### src/rtl/snes_pad_reader.sv
// Console-side poller for an NES/SNES serial pad: drives latch and pad clock, samples the
// synchronized data line MSB-first and presents each completed frame with a one-cycle strobe.
module snes_pad_reader #(
  parameter int unsigned NUM_BITS    = 16,
  parameter int unsigned LATCH_LEN   = 12,
  parameter int unsigned HALF_PERIOD = 6
) (
  input  logic                clk,
  input  logic                rst_n,
  input  logic                start,
  input  logic                pad_data,
  output logic                latch_out,
  output logic                pad_clk,
  output logic                busy,
  output logic [NUM_BITS-1:0] frame_out,
  output logic                frame_valid
);

  localparam int unsigned PhaseMax = (LATCH_LEN > HALF_PERIOD) ? LATCH_LEN : HALF_PERIOD;
  localparam int unsigned PhW      = $clog2(PhaseMax) + 1;
  localparam int unsigned BitW     = $clog2(NUM_BITS) + 1;

  typedef enum logic [1:0] {StIdle, StLatch, StHigh, StLow} state_e;

  state_e              state_q;
  logic [PhW-1:0]      phase_q;
  logic [BitW-1:0]     bits_q;
  logic [1:0]          sync_q;
  logic [NUM_BITS-1:0] cap_q;
  logic [NUM_BITS-1:0] frame_q;
  logic                latch_q;
  logic                pclk_q;
  logic                busy_q;
  logic                valid_q;

  always_ff @(posedge clk or negedge rst_n) begin
    if (!rst_n) begin
      state_q <= StIdle;
      phase_q <= '0;
      bits_q  <= '0;
      sync_q  <= 2'b11;
      cap_q   <= '1;
      frame_q <= '1;
      latch_q <= 1'b0;
      pclk_q  <= 1'b1;
      busy_q  <= 1'b0;
      valid_q <= 1'b0;
    end else begin
      sync_q  <= {sync_q[0], pad_data};
      valid_q <= 1'b0;
      unique case (state_q)
        StIdle: begin
          if (start) begin
            state_q <= StLatch;
            latch_q <= 1'b1;
            busy_q  <= 1'b1;
            phase_q <= '0;
          end
        end
        StLatch: begin
          if (phase_q == PhW'(LATCH_LEN - 1)) begin
            state_q <= StHigh;
            latch_q <= 1'b0;
            phase_q <= '0;
            bits_q  <= '0;
          end else begin
            phase_q <= phase_q + PhW'(1);
          end
        end
        StHigh: begin
          // Last high cycle: sample just before the falling edge we are about to drive.
          if (phase_q == PhW'(HALF_PERIOD - 1)) begin
            state_q <= StLow;
            pclk_q  <= 1'b0;
            phase_q <= '0;
            cap_q   <= {cap_q[NUM_BITS-2:0], sync_q[1]};
            bits_q  <= bits_q + BitW'(1);
          end else begin
            phase_q <= phase_q + PhW'(1);
          end
        end
        StLow: begin
          if (phase_q == PhW'(HALF_PERIOD - 1)) begin
            pclk_q  <= 1'b1;
            phase_q <= '0;
            if (bits_q == BitW'(NUM_BITS)) begin
              state_q <= StIdle;
              busy_q  <= 1'b0;
              frame_q <= cap_q;
              valid_q <= 1'b1;
            end else begin
              state_q <= StHigh;
            end
          end else begin
            phase_q <= phase_q + PhW'(1);
          end
        end
        default: state_q <= StIdle;
      endcase
    end
  end

  assign latch_out   = latch_q;
  assign pad_clk     = pclk_q;
  assign busy        = busy_q;
  assign frame_out   = frame_q;
  assign frame_valid = valid_q;

endmodule

### config.mk
export PLATFORM = sky130hd
export DESIGN_NAME = snes_pad_reader
export DESIGN_NICKNAME = d
export VERILOG_FILES = /design/src/rtl/snes_pad_reader.sv
export SDC_FILE = /design/constraint.sdc
export NUM_CORES = 1
export LEC_CHECK = 0
export ABC_AREA = 1
export CORE_MARGIN = 4
export CORE_UTILIZATION = 50
export CTS_CLUSTER_SIZE = 28
export DETAILED_ROUTE_END_ITERATION = 7
export PLACE_DENSITY = 0.74
export SKIP_LAST_GASP = 1
export SLEW_MARGIN = 40
export SYNTH_ARGS = -nofsm -noshare
export SYNTH_HDL_FRONTEND = slang
export SYNTH_SLANG_ARGS = --single-unit
### constraint.sdc
create_clock -name clk -period 1.45 [get_ports clk]
set_input_delay 0.2175 -clock clk [delete_from_list [all_inputs] [get_ports clk]]
set_output_delay 0.2175 -clock clk [all_outputs]
set_load 0.005 [all_outputs]
==> flow_metrics.py, run 1 <==
metrics = {
    "synthesis": {
        "yosysTopAreaCell": "dfstp_2",
        "ys_seq_area_frac": 0.549,
        "synthCells": 267,
        "synth_area_per_cell_um2": 8.83,
        "ys_ff_latch": 50,
        "synth_nets": 275,
        "synth_area_um2": 2360,
        "netlist.area_leader.share": 0.390,
        "netlist_top_cells_area": "dfstp_2, nand2_1, dfrtp_1, nand3_1, o21ai_0",
        "ys_types": 25,
        "yosysWarnings": 0,
    },
    "worst_setup_path": {
        "cp-start-kind": "register",
        "arrival_ps": 1710,
        "path_class": "reg -> reg",
        "end_kind": "register",
        "required_ps": 1700,
        "cp_max_fo": 9,
    },
    "sta": {
        "max_slew_margin": 0.762,
        "rsz0062_at_grt": "yes",
        "finalHoldViolCount": 0,
        "tightest_slew_ps": 355,
        "fin_crit_sh": 1.01,
        "fin_crit_ps": 1470,
        "max_freq_ghz": 0.682,
        "fin_worst_skew_ps": 9.08,
        "drv_slew": 0,
        "setup_viol": 4,
        "timing.final.ws_setup_ps": -17.1,
    },
    "layout": {
        "final_common_cell": "nand2_1",
        "layout_common_cells": "nand2_1, dfstp_2, dlygate4sd2_1",
        "final_nets": 320,
        "antenna_cells": 0,
        "drive_gt1_frac": 0.297,
        "final_area_um2": 3000,
        "area_growth_pct": 27.1,
        "stdcell_count": 365,
        "fill_cells": 351,
    },
    "global_route": {
        "grt-ovfl-total": 0,
        "antenna_found_initial": 0,
        "grt_max_degree": 51,
        "grt_pass1_wl_um": 7680,
        "grt_usage": 0.160,
        "first_global_vias": 1753,
    },
    "floorplan": {
        "fp-row-count": 24,
        "die_h_um": 76.7,
        "core_um2": 4470,
        "io_pins": 24,
        "die_area_um2": 5880,
        "start_util": 0.527,
        "die_w_um": 76.7,
    },
    "power_and_ir_drop": {
        "power_w": 0.00236,
        "leakagePower_nw": 1.59,
        "max-vdd-ir-drop_mv": 0.622,
        "powerDensity_nw_per_um2": 786,
    },
    "clocking": {
        "clk_latency_ps": 300,
        "h-tree-depth": 2,
        "numCtsBuffers": 5,
        "cts-root-buf": "clkbuf_8",
        "max-clock-path-buffers": 2,
        "clkSlewWorstSetupHoldPaths_ps": 90,
        "tritoncts": "built",
        "clock_sinks": 50,
    },
    "routing": {
        "wirelength_um": 4630,
        "ant_nets": 0,
        "vias": 1844,
        "viasPerCell": 5.05,
        "drt_first_iter_violations": 87,
        "wl_per_cell_um": 12.7,
        "firstDrtPassIters": 4,
        "drt_drc_violations_left": 0,
    },
    "flow_run": {
        "maxCapViolCount": 0,
    },
    "placement": {
        "dp.cells": 344,
        "dp_hpwl_um": 2930,
        "port_buffers": 23,
        "dpl_cell_area_um2": 2680,
        "place_congestion": 0.768,
    },
    "status": {
        "violations": "negative setup slack",
        "outcome": "finished, violations left",
    },
    "hold_path": {
        "min-delay-path-class": "in -> reg",
    },
}
-- per-stage QoR --
step	hold WS [ps]	utilization	setup slack, ps	TNS [ps]
after floorplan	-78.1	-	101	0
after global placement	223	0.598	55.2	0
after detailed placement	223	0.598	17.2	0
after CTS	302	0.620	11.1	0
after global routing	305	0.670	-76.0	-1250
final	310	0.670	-17.1	-43.7
-- kinds of logic after synthesis --
family                     count (synthesis)  share of synthesized area
xor gates and xnor gates                   2                    0.00743
buffers and inverters                     27                     0.0658
adders and majority gates                  4                     0.0212
DFF                                       50                      0.549
and+or+nand+nor                          160                      0.300
AOI/OAI and AO/OA                         24                     0.0568
-- critical path: stages (launching register included) --
cell       delay [ps]
dfrtp_1           440
nor2_2            270
nand2_8           120
nor2_8            170
buf_6             140
clkbuf_16         140
nand2_1            60
nand2_1            80
-- cell type report --
class	instances	area, um^2	share of cell area
timing repair buffer	48	484	0.162
multi-input combinational	190	966	0.322
clock buffer	7	97.6	0.0326
inverter	17	78.8	0.0263
clock inverter	1	8.76	0.00292
tap	52	65.1	0.0217
sequential	50	1300	0.433
-- cells in the mapped netlist (all sizes together) --
library cell / number
nand2: 127
dfstp: 35
o21ai: 20
inv: 17
dfrtp: 15
nand3: 15
nor2: 14
buf: 10
ha: 4
nand4: 4
o211ai: 3
o21bai: 1
xnor2: 1
xor2: 1
-- where the power goes --
part	internal (W)	switching, W
Clock	0.000449	0.000442
Combinational	0.0000164	0.0000316
Sequential	0.00141	0.00000458
-- what timing repair did --
action / 4_1_cts / 5_1_grt
endpoints found under the setup margin: 18 / 31
hold endpoints to repair: 15 / 0
buffers inserted: 0 / 11
hold buffers: 1 / 0
pin swaps: 0 / 2
gates resized for setup: 18 / 40
gates cloned: 0 / 1
-- flip-flops by register name (all words and copies together), names as in the netlist --
name and cells:
cap_q 16, frame_out 16, bits_q 5, phase_q 5
state_q 2, sync_q 2, busy 1, frame_valid 1
latch_out 1, pad_clk 1
-- layer usage --
metal	global-route usage	share of wire	vias up
met5	0	0	-
met4	0.0435	0.0086	0
met3	0.0316	0.027	4
met2	0.281	0.50	27
met1	0.199	0.47	884
li1	-	-	929
-- worst paths after layout --
kind                       startpoint  cells after the start    endpoint  slack [ps]
hold / removal               pad_data                      1   sync_q[0]         310
min in group asynchronous       rst_n                      3  state_q[0]         410
setup / recovery           phase_q[4]                      7    cap_q[9]         -20
setup reg to reg           phase_q[4]                      7    cap_q[9]         -20
hold reg to reg             sync_q[0]                      0   sync_q[1]         360
max in group asynchronous       rst_n                      3     pad_clk         740
Note: power is estimated with default switching activity, not from simulation.
==> run 2: changes to the inputs <==
Settings changed: CAP_MARGIN set to 0.
==> results of run 2 <==
The final DEF is identical to that of run 1; final timing and power are the same.
